File: src/rtl/up_gpio_regs.sv
// up_gpio_regs -- GPIO register core sitting behind the wishbone-to-up bridge.
//
// Consumes single-cycle up_* read/write strobes and owns the GPIO state:
// output data, tristate control, and optional edge-interrupt enable/status.
// Pin inputs are synchronised and compared against their previous value to
// flag both rising and falling edges.
//
// Register map (word address):
//   0 DATA_IN   RO     synchronised gpio_io_i
//   1 DATA_OUT  RW     drives gpio_io_o
//   2 TRI       RW     drives gpio_io_t (1 = high-Z / input)
//   3 IRQ_EN    RW     per-bit edge interrupt enable   (reads 0 if IRQ_ENABLE=0)
//   4 IRQ_STAT  R/W1C  per-bit edge flags              (reads 0 if IRQ_ENABLE=0)
//   other       reads 0, writes ignored; both acknowledged normally
//
// Ports:
//   clk, rstn                     clock, synchronous active-low reset
//   up_rreq/up_raddr              read strobe and word address
//   up_rack/up_rdata              read acknowledge and data (0 when not acking)
//   up_wreq/up_waddr/up_wdata     write strobe, word address and data
//   up_wack                       write acknowledge
//   irq                           registered level interrupt |(stat & en)
//   gpio_io_i                     asynchronous pin inputs
//   gpio_io_o / gpio_io_t         pin output data / tristate control

module up_gpio_regs #(
  parameter int                    ADDRESS_WIDTH = 14,
  parameter int                    BUS_WIDTH     = 4,
  parameter int                    GPIO_WIDTH    = 32,
  parameter int                    IRQ_ENABLE    = 0,
  parameter logic [GPIO_WIDTH-1:0] DEFAULT_TRI   = '1
) (
  input  logic                     clk,
  input  logic                     rstn,
  input  logic                     up_rreq,
  input  logic [ADDRESS_WIDTH-1:0] up_raddr,
  output logic                     up_rack,
  output logic [BUS_WIDTH*8-1:0]   up_rdata,
  input  logic                     up_wreq,
  input  logic [ADDRESS_WIDTH-1:0] up_waddr,
  input  logic [BUS_WIDTH*8-1:0]   up_wdata,
  output logic                     up_wack,
  output logic                     irq,
  input  logic [GPIO_WIDTH-1:0]    gpio_io_i,
  output logic [GPIO_WIDTH-1:0]    gpio_io_o,
  output logic [GPIO_WIDTH-1:0]    gpio_io_t
);

  localparam int DW     = BUS_WIDTH * 8;
  localparam bit IRQ_ON = (IRQ_ENABLE != 0);

  localparam logic [ADDRESS_WIDTH-1:0] ADDR_DATA_IN  = ADDRESS_WIDTH'(0);
  localparam logic [ADDRESS_WIDTH-1:0] ADDR_DATA_OUT = ADDRESS_WIDTH'(1);
  localparam logic [ADDRESS_WIDTH-1:0] ADDR_TRI      = ADDRESS_WIDTH'(2);
  localparam logic [ADDRESS_WIDTH-1:0] ADDR_IRQ_EN   = ADDRESS_WIDTH'(3);
  localparam logic [ADDRESS_WIDTH-1:0] ADDR_IRQ_STAT = ADDRESS_WIDTH'(4);

  // Zero-extend a GPIO-wide value onto the bus; bits above GPIO_WIDTH read 0.
  function automatic logic [DW-1:0] to_bus(input logic [GPIO_WIDTH-1:0] v);
    logic [DW-1:0] r;
    r = '0;
    r[GPIO_WIDTH-1:0] = v;
    return r;
  endfunction

  logic [GPIO_WIDTH-1:0] gpio_sync_p0;
  logic [GPIO_WIDTH-1:0] gpio_sync_p1;
  logic [GPIO_WIDTH-1:0] gpio_prev_p2;
  logic [1:0]            settle_cnt;
  logic [GPIO_WIDTH-1:0] irq_en;
  logic [GPIO_WIDTH-1:0] irq_stat;

  logic [GPIO_WIDTH-1:0] wdata_g;
  logic                  wr_out;
  logic                  wr_tri;
  logic                  wr_en;
  logic                  wr_stat;
  logic [GPIO_WIDTH-1:0] edge_det;
  logic [GPIO_WIDTH-1:0] stat_next;
  logic [DW-1:0]         rd_mux;

  assign wdata_g = up_wdata[GPIO_WIDTH-1:0];
  assign wr_out  = up_wreq && (up_waddr == ADDR_DATA_OUT);
  assign wr_tri  = up_wreq && (up_waddr == ADDR_TRI);
  assign wr_en   = up_wreq && (up_waddr == ADDR_IRQ_EN);
  assign wr_stat = up_wreq && (up_waddr == ADDR_IRQ_STAT);

  // Edges are masked until the synchroniser and prev flop have all been
  // loaded from the pins after reset, otherwise the 0 -> pin fill would
  // look like an edge on every high input.
  always_comb begin
    edge_det = '0;
    if (settle_cnt == 2'd3)
      edge_det = gpio_sync_p1 ^ gpio_prev_p2;
  end

  // A new edge wins over a W1C on the same bit in the same cycle.
  always_comb begin
    stat_next = '0;
    if (IRQ_ON)
      stat_next = (irq_stat & ~(wr_stat ? wdata_g : '0)) | edge_det;
  end

  // Read mux sees register values before this cycle's write lands, so a
  // same-cycle read of a written address returns the old value.
  always_comb begin
    rd_mux = '0;
    case (up_raddr)
      ADDR_DATA_IN:  rd_mux = to_bus(gpio_sync_p1);
      ADDR_DATA_OUT: rd_mux = to_bus(gpio_io_o);
      ADDR_TRI:      rd_mux = to_bus(gpio_io_t);
      ADDR_IRQ_EN:   rd_mux = to_bus(irq_en);
      ADDR_IRQ_STAT: rd_mux = to_bus(irq_stat);
      default:       rd_mux = '0;
    endcase
  end

  always_ff @(posedge clk) begin
    if (!rstn) begin
      gpio_sync_p0 <= '0;
      gpio_sync_p1 <= '0;
      gpio_prev_p2 <= '0;
      settle_cnt   <= 2'd0;
      up_rack      <= 1'b0;
      up_rdata     <= '0;
      up_wack      <= 1'b0;
      gpio_io_o    <= '0;
      gpio_io_t    <= DEFAULT_TRI;
      irq_en       <= '0;
      irq_stat     <= '0;
      irq          <= 1'b0;
    end else begin
      // p0 -> p1: two-flop synchroniser; p2: previous value for edge compare
      gpio_sync_p0 <= gpio_io_i;
      gpio_sync_p1 <= gpio_sync_p0;
      gpio_prev_p2 <= gpio_sync_p1;

      if (settle_cnt != 2'd3)
        settle_cnt <= settle_cnt + 2'd1;

      up_rack  <= up_rreq;
      up_rdata <= up_rreq ? rd_mux : '0;
      up_wack  <= up_wreq;

      if (wr_out)
        gpio_io_o <= wdata_g;
      if (wr_tri)
        gpio_io_t <= wdata_g;
      if (wr_en && IRQ_ON)
        irq_en <= wdata_g;

      irq_stat <= stat_next;
      irq      <= IRQ_ON && (|(irq_stat & irq_en));
    end
  end

endmodule

File: config.mk
export PLATFORM = sky130hd
export DESIGN_NAME = up_gpio_regs
export DESIGN_NICKNAME = d
export VERILOG_FILES = /design/src/rtl/up_gpio_regs.sv
export SDC_FILE = /design/constraint.sdc
export NUM_CORES = 1
export LEC_CHECK = 0
export CAP_MARGIN = 20
export CORE_ASPECT_RATIO = 2
export CORE_MARGIN = 2
export CORE_UTILIZATION = 40
export CTS_CLUSTER_DIAMETER = 120
export CTS_CLUSTER_SIZE = 30
export DETAILED_ROUTE_END_ITERATION = 8
export HOLD_SLACK_MARGIN = 0.08
export PLACE_DENSITY_LB_ADDON = 0.05
export SLEW_MARGIN = 30
export SYNTH_ARGS = -nofsm -noshare
export SYNTH_HDL_FRONTEND = slang
export SYNTH_SLANG_ARGS = --single-unit
File: constraint.sdc
create_clock -name clk -period 2 [get_ports clk]
set_clock_uncertainty 0.1 [all_clocks]
set_input_delay 0.4 -clock clk [delete_from_list [all_inputs] [get_ports clk]]
set_output_delay 0.4 -clock clk [all_outputs]
set_load 0.03 [all_outputs]
==> flow_metrics.env <==
export IMPL_intPower_mw=5.35
export IMPL_power_frac_clock_pct=45.2
export IMPL_vias=4724
export IMPL_drt_wl_total_mm=17.2
export IMPL_timing_rr_start="gpio_io_t[21]"
export IMPL_die_y_um=178
export IMPL_fillers=1326
export IMPL_clk_latency_ns=0.42
export IMPL_fin_tns_setup_ns=-0.120
export IMPL_drtAntennaViolNets=0
export IMPL_cts_reportedPaths_clkPinSlew_ns=0.06
export IMPL_fp_row_count=63
export IMPL_critical_path_cell_chain="clkdlybuf4s50_1 -> or4b_4 -> nor4_4 -> buf_4 -> buf_6 -> mux2i_1"
export IMPL_ir_worst_vdd_mv=0.628
export IMPL_crit_path_max_incr_delay_ns=0.48
export IMPL_grt_util_met2_pct=36.8
export IMPL_path_max_fanout=9
export IMPL_ff2ff_setup_slack_ns=0.98
export IMPL_place_inst=933
export IMPL_area_growth_pct=48.3
export IMPL_timing_final_crit_period_ns=2.02
export IMPL_period_share_pct=101
export IMPL_vias_per_cell=4.85
export IMPL_cp_required_ns=2.24
export IMPL_ff2ff_path_depth=3
export IMPL_finish_utilization_pct=60.6
export IMPL_pwr_share_seq_pct=47.3
export IMPL_overflow=0
export IMPL_wl_per_cell_um=17.6
export IMPL_ys_top_cells_by_area="dfxtp_1 (54%), mux2i_1 (16%), and2_1 (6.8%)"
export IMPL_grt_util_all_layers_pct=20.7
export IMPL_grt_first_pass_wirelength_mm=26.0
export IMPL_start_util_pct=40.9
export IMPL_finalWorstSetupSlack_ns=-0.0186
export IMPL_min_from="rstn"
export IMPL_leakage_nw=3.68
export IMPL_port_buffer_count=193
export IMPL_setup_violations=12
export IMPL_power_density_mw_per_mm2=777
export IMPL_die_x_um=91.0
export IMPL_cts_max_level=4
export IMPL_synth_largest_area_cell="dfxtp_1"
export IMPL_cts_hold_buffers=0
export IMPL_drtPass1Iterations=4
export IMPL_r2r_end="up_rdata[21]"
export IMPL_drive_gt1_share_pct=8.11
export IMPL_arrival_ns=2.26
export IMPL_startpoint_type="input pin"
export IMPL_p_sw_mw=1.62
export IMPL_violations="setup timing"
export IMPL_hpwl_mm=11.1
export IMPL_cts_root_buffer="clkbuf_16"
export IMPL_drcViolationCount=0
export IMPL_num_io_pins=195
export IMPL_finalMaxSlewViolations=0
export IMPL_clock_path_buffers=2
export IMPL_crit_type="input pin to flop"
export IMPL_final_common_cell="dfxtp_1"
export IMPL_grt_use_met3_pct=4.94
export IMPL_synth_seq_area_share_pct=53.6
export IMPL_synth_cell_type_count=19
export IMPL_hold_depth=2
export IMPL_ff_latch_area_mm2=0.00324
export IMPL_grtUsageMet1_pct=23.2
export IMPL_multi_input_area_mm2=0.00261
export IMPL_cts_sinks=162
export IMPL_ys_warn_count=0
export IMPL_syn_area_per_cell_um2=10.5
export IMPL_grt_pass1_vias=4880
export IMPL_hold_class="input pin to flop"
export IMPL_grt_max_degree=134
export IMPL_cp_num_buf_inv=3
export IMPL_instances_no_fill=974
export IMPL_gp_congestion=0.771
export IMPL_swShare_pct=23.3
export IMPL_finish_net_count=860
export IMPL_grt_busiest_layer="met2"
export IMPL_status="complete, but fails checks"
export IMPL_drv_cap=0
export IMPL_cts_tree="done"
export IMPL_design_die_area_mm2=0.0162
export IMPL_drtIter0Drc=137
export IMPL_worst_path_max_delay_cell="clkdlybuf4s50_1"
export IMPL_final_cell_mix="dfxtp_1 (162), clkdlybuf4s50_1 (126), mux2i_1 (96)"
export IMPL_whs_ns=0.219
export IMPL_placed_cell_area_mm2=0.00820
export IMPL_stdcell_area_mm2=0.00898
export IMPL_crit_family="buffers and inverters"
export IMPL_p_comb_share_pct=7.5
export IMPL_worstSetupEndpointType="flop"
export IMPL_hold_end="gpio_sync_p0[10]"
export IMPL_hold_viol=0
export IMPL_syn_inst=577
export IMPL_cts_inserted_buffers=17
export IMPL_syn_area_mm2=0.00605
export IMPL_max_freq_mhz=495
export IMPL_core_area_mm2=0.0148
export IMPL_synth_top_area_share_pct=53.6
export IMPL_antenna_found_initial=2
export IMPL_syn_nets=673
export IMPL_synth_seq_cells=162
==> per-stage QoR <==
stage / setup slack, ns / power, mW
floorplan: 0.0136 / 3.63
global placement: -0.441 / 3.89
detailed placement: -0.472 / 3.90
CTS: -0.00911 / 7.06
global route: -0.0232 / 7.24
finish: -0.0186 / 6.97
==> synthesized netlist by cell type <==
| master | count |
|---|---|
| a2bb2oi_1 | 32 |
| and2_1 | 66 |
| buf_2 | 3 |
| buf_4 | 1 |
| buf_6 | 6 |
| clkbuf_1 | 36 |
| conb_1 | 1 |
| dfxtp_1 | 162 |
| mux2i_1 | 96 |
| nand2_1 | 66 |
| nand3_1 | 1 |
| nor2b_1 | 65 |
| nor3_1 | 32 |
| nor4_1 | 3 |
| nor4_4 | 2 |
| or3_1 | 1 |
| or4_1 | 1 |
| or4b_2 | 2 |
| or4b_4 | 1 |
==> routing by layer <==
metal	routed length [um]	share of wire (%)
met1	6690	39
met2	9180	53
met3	866	5.0
met4	429	2.5
met5	0	0
==> state kept, by name, indices dropped and copies added (netlist names) <==
signal        count
up_wack           1
gpio_sync_p1     32
gpio_io_t        32
gpio_io_o        32
up_rack           1
up_rdata         32
gpio_sync_p0     32
==> power groups by stage <==
stage | clock [mW] | sequential [mW] | combinational (mW)
after global placement | 0 | 3.37 | 0.516
after floorplan | 0 | 3.37 | 0.255
after CTS | 3.24 | 3.30 | 0.526
after global routing | 3.37 | 3.30 | 0.565
final | 3.15 | 3.30 | 0.522
after detailed placement | 0 | 3.38 | 0.523
==> cell families after synthesis <==
group                  synth area share (%)
other                                0.0619
buffers and inverters                  3.72
muxes                                  15.9
and+or+nand+nor                        22.2
AOI/OAI and AO/OA                      4.63
DFF                                    53.6
==> area by class of cell <==
type	instances	area share, %
tap	195	2.72
timing repair buffer	214	25.5
sequential	162	36.1
clock inverter	12	1.28
multi-input combinational	369	29.1
clock buffer	20	5.20
antenna	2	0.0558
==> timing repair <==
item / CTS / global route
buffers inserted: 1 / 2
pin swaps: 0 / 3
setup endpoints to repair: 69 / 94
resized for setup: 36 / 35
cloned: 1 / 3
==> how the worst max path moves through the flow <==
stage | from | end | slack, ns | depth (start not counted)
final | up_waddr[1] | gpio_io_t[29] | -0.02 | 6
after global routing | up_waddr[1] | gpio_io_t[29] | -0.02 | 6
after CTS | up_waddr[3] | gpio_io_t[20] | -0.009 | 5
after detailed placement | up_waddr[10] | gpio_io_o[15] | -0.47 | 5
after global placement | up_waddr[10] | gpio_io_o[10] | -0.44 | 5
after floorplan | up_waddr[3] | gpio_io_o[10] | 0.01 | 4
Power figures use the tool's default switching activity.
==> patch, RTL diff (same flow settings) <==
Change the parameter `GPIO_WIDTH` from 32 to 24.
--- a/src/rtl/up_gpio_regs.sv
+++ b/src/rtl/up_gpio_regs.sv
@@ -26,7 +26,7 @@
 module up_gpio_regs #(
   parameter int                    ADDRESS_WIDTH = 14,
   parameter int                    BUS_WIDTH     = 4,
-  parameter int                    GPIO_WIDTH    = 32,
+  parameter int                    GPIO_WIDTH    = 24,
   parameter int                    IRQ_ENABLE    = 0,
   parameter logic [GPIO_WIDTH-1:0] DEFAULT_TRI   = '1
 ) (
Ports: changed (resized gpio_io_i, gpio_io_o and gpio_io_t); port bits go from 195 to 171. No check against the original RTL was run, so the function may have changed too.
==> patch against the original RTL <==
Area after synthesis down 23%; wire length down 29%; total power down 11%; sequential share of layout area down 1.6 points; combinational power down 18%; utilization up 2.0 points; count of clock-buffer cells in the layout up 1; cell area down 21%; worst hold slack worse by 0.047 ns; sequential cell count down 40; worst setup slack better by 0.055 ns; critical endpoint is now gpio_io_t[0]; largest cell class unchanged.
==> patch: results (changes against the original RTL) <==
| Metric | Value |
|---|---|
| Vias post-DR | 3,624 (-23%) |
| Ranking of synthesized cells by area | dfxtp_1, mux2i_1, and2_1, nor2b_1, a2bb2oi_1 |
| Final WL | 12,200 um (-29%) |
| Placer congestion estimate | 0.738 (-4.3%) |
| Post-detailed-placement half-perimeter wirelength | 8220 um (-26%) |
| Result of the run | complete, no violations |
| Clock network power | 0.00330 W (+5%) |
| Instance area after placement | 0.00631 mm^2 (-23%) |
| Cell at the root of the clock tree | clkbuf_16 |
| Post-CTS Setup Repair Bufs | 0 (-1) |
| Pin slew with the least headroom to its limit | 0.562 ns |
| Data arrival time of the critical path | 1.46 ns (-0.80 ns) |
| Sequential logic power | 0.00249 W (-25%) |
| Average cell area after synthesis | 10.4 um^2 (-0.59%) |
| Count of cells resized by post-cts repair | 5 (-86%) |
| Met3 wire length | 546 um (-37%) |
| Placed insts | 718 (-23%) |
| Total power after layout | 0.00622 W (-11%) |
| Worst hold path class | input port to register |
| Maximum fanout count along the critical path | 3 (-6) |
| Maximum buffer depth of the clock tree | 2 (unchanged) |
| Worst setup slack after placement | -0.424 ns (+0.0482 ns) |
| Routed met1 length | 4650 um (-31%) |
| Met2 wire len | 6620 um (-28%) |
| Worst Hold Slack | 0.172 ns (-0.0467 ns) |
| Minimum clock period after layout | 1.96 ns (-0.0548 ns) |
| Slowest cell on the critical path | clkdlybuf4s50_1 |
| Wire length of the first global-routing pass | 18,400 um (-29%) |
| Met3 routing resource usage after global routing | 5.94% (+1.0 points) |
| Topmost layer with routed signal wires | met4 |
| DR pass1 iterations | 4 (unchanged) |
| Met1 Resource Use GR | 19.9% (-3.2 points) |
| Adder and majority cell fraction of the synthesized area | 0% (unchanged) |
| Depth of the CTS H-tree | 4 (unchanged) |
| Worst voltage drop across the vdd grid | 0.651 mV (+3.6%) |
| Stage delay of the slowest cell on the critical path | 0.69 ns (+0.21 ns) |
| Top delay family on crit path | buffers and inverters |
| Sequential cell area fraction in the yosys report | 52.6% (-0.95 points) |
| Count of buffers from port buffering | 153 (-21%) |
| Static leakage power | 2.98 nW (-19%) |
| Fraction of synthesized area in multiplexers | 15.5% (-0.35 points) |
| Number of filler cells placed in the layout | 965 (-27%) |
| Internal reg-to-reg setup slack | 1.01 ns (+0.03 ns) |
| Top cells by count, synth | dfxtp_1, mux2i_1, and2_1, nand2_1, nor2b_1 |
| Compound-cell area share of the yosys netlist | 4.53% (-0.10 points) |
| Switching Share | 19.3% (-3.9 points) |
| Clock latency reported for the late side of the worst-skew pair | 0.40 ns (-0.02 ns) |
| Final std cells w/o fill | 751 (-23%) |
| Total global routing track utilization | 19.7% (-1.0 points) |
| Met2 Usage GRT | 35.2% (-1.7 points) |
| Number of antenna violations at the first check in global routing | 2 (unchanged) |
| First-iteration detailed-routing DRC count | 125 (-8.8%) |
| Share of final-layout standard cells stronger than drive strength 1 | 8.40% (+0.29 points) |
| Number of nets in the finished design | 685 (-20%) |
| Pin count of the biggest net entering global routing | 74 (-45%) |
==> patch: cell count changes after synthesis, moves of 8 or more <==
cell,delta
dfxtp_1,-40
clkbuf_1,-9
nor2b_1,-16
nor3_1,-8
nand2_1,-16
a2bb2oi_1,-8
and2_1,-16
mux2i_1,-24
buf_4,+8
==> patch: final cells by class <==
cell class / count / area (um^2) / share of cell area, %
sequential: 122 / 2440 / 34.6
multi-input combinational: 289 / 2020 / 28.6
timing repair buffer: 167 / 1780 / 25.2
clock buffer: 21 / 470 / 6.66
tap: 142 / 178 / 2.51
clock inverter: 8 / 168 / 2.37
antenna: 2 / 5.00 / 0.0708
==> patch: final timing paths <==
path | start | endpoint
setup / recovery | gpio_io_t[0] | gpio_io_t[0]
hold / removal | rstn | up_rack
setup reg to reg | gpio_io_t[14] | up_rdata[14]
hold reg to reg | gpio_sync_p0[13] | gpio_sync_p1[13]
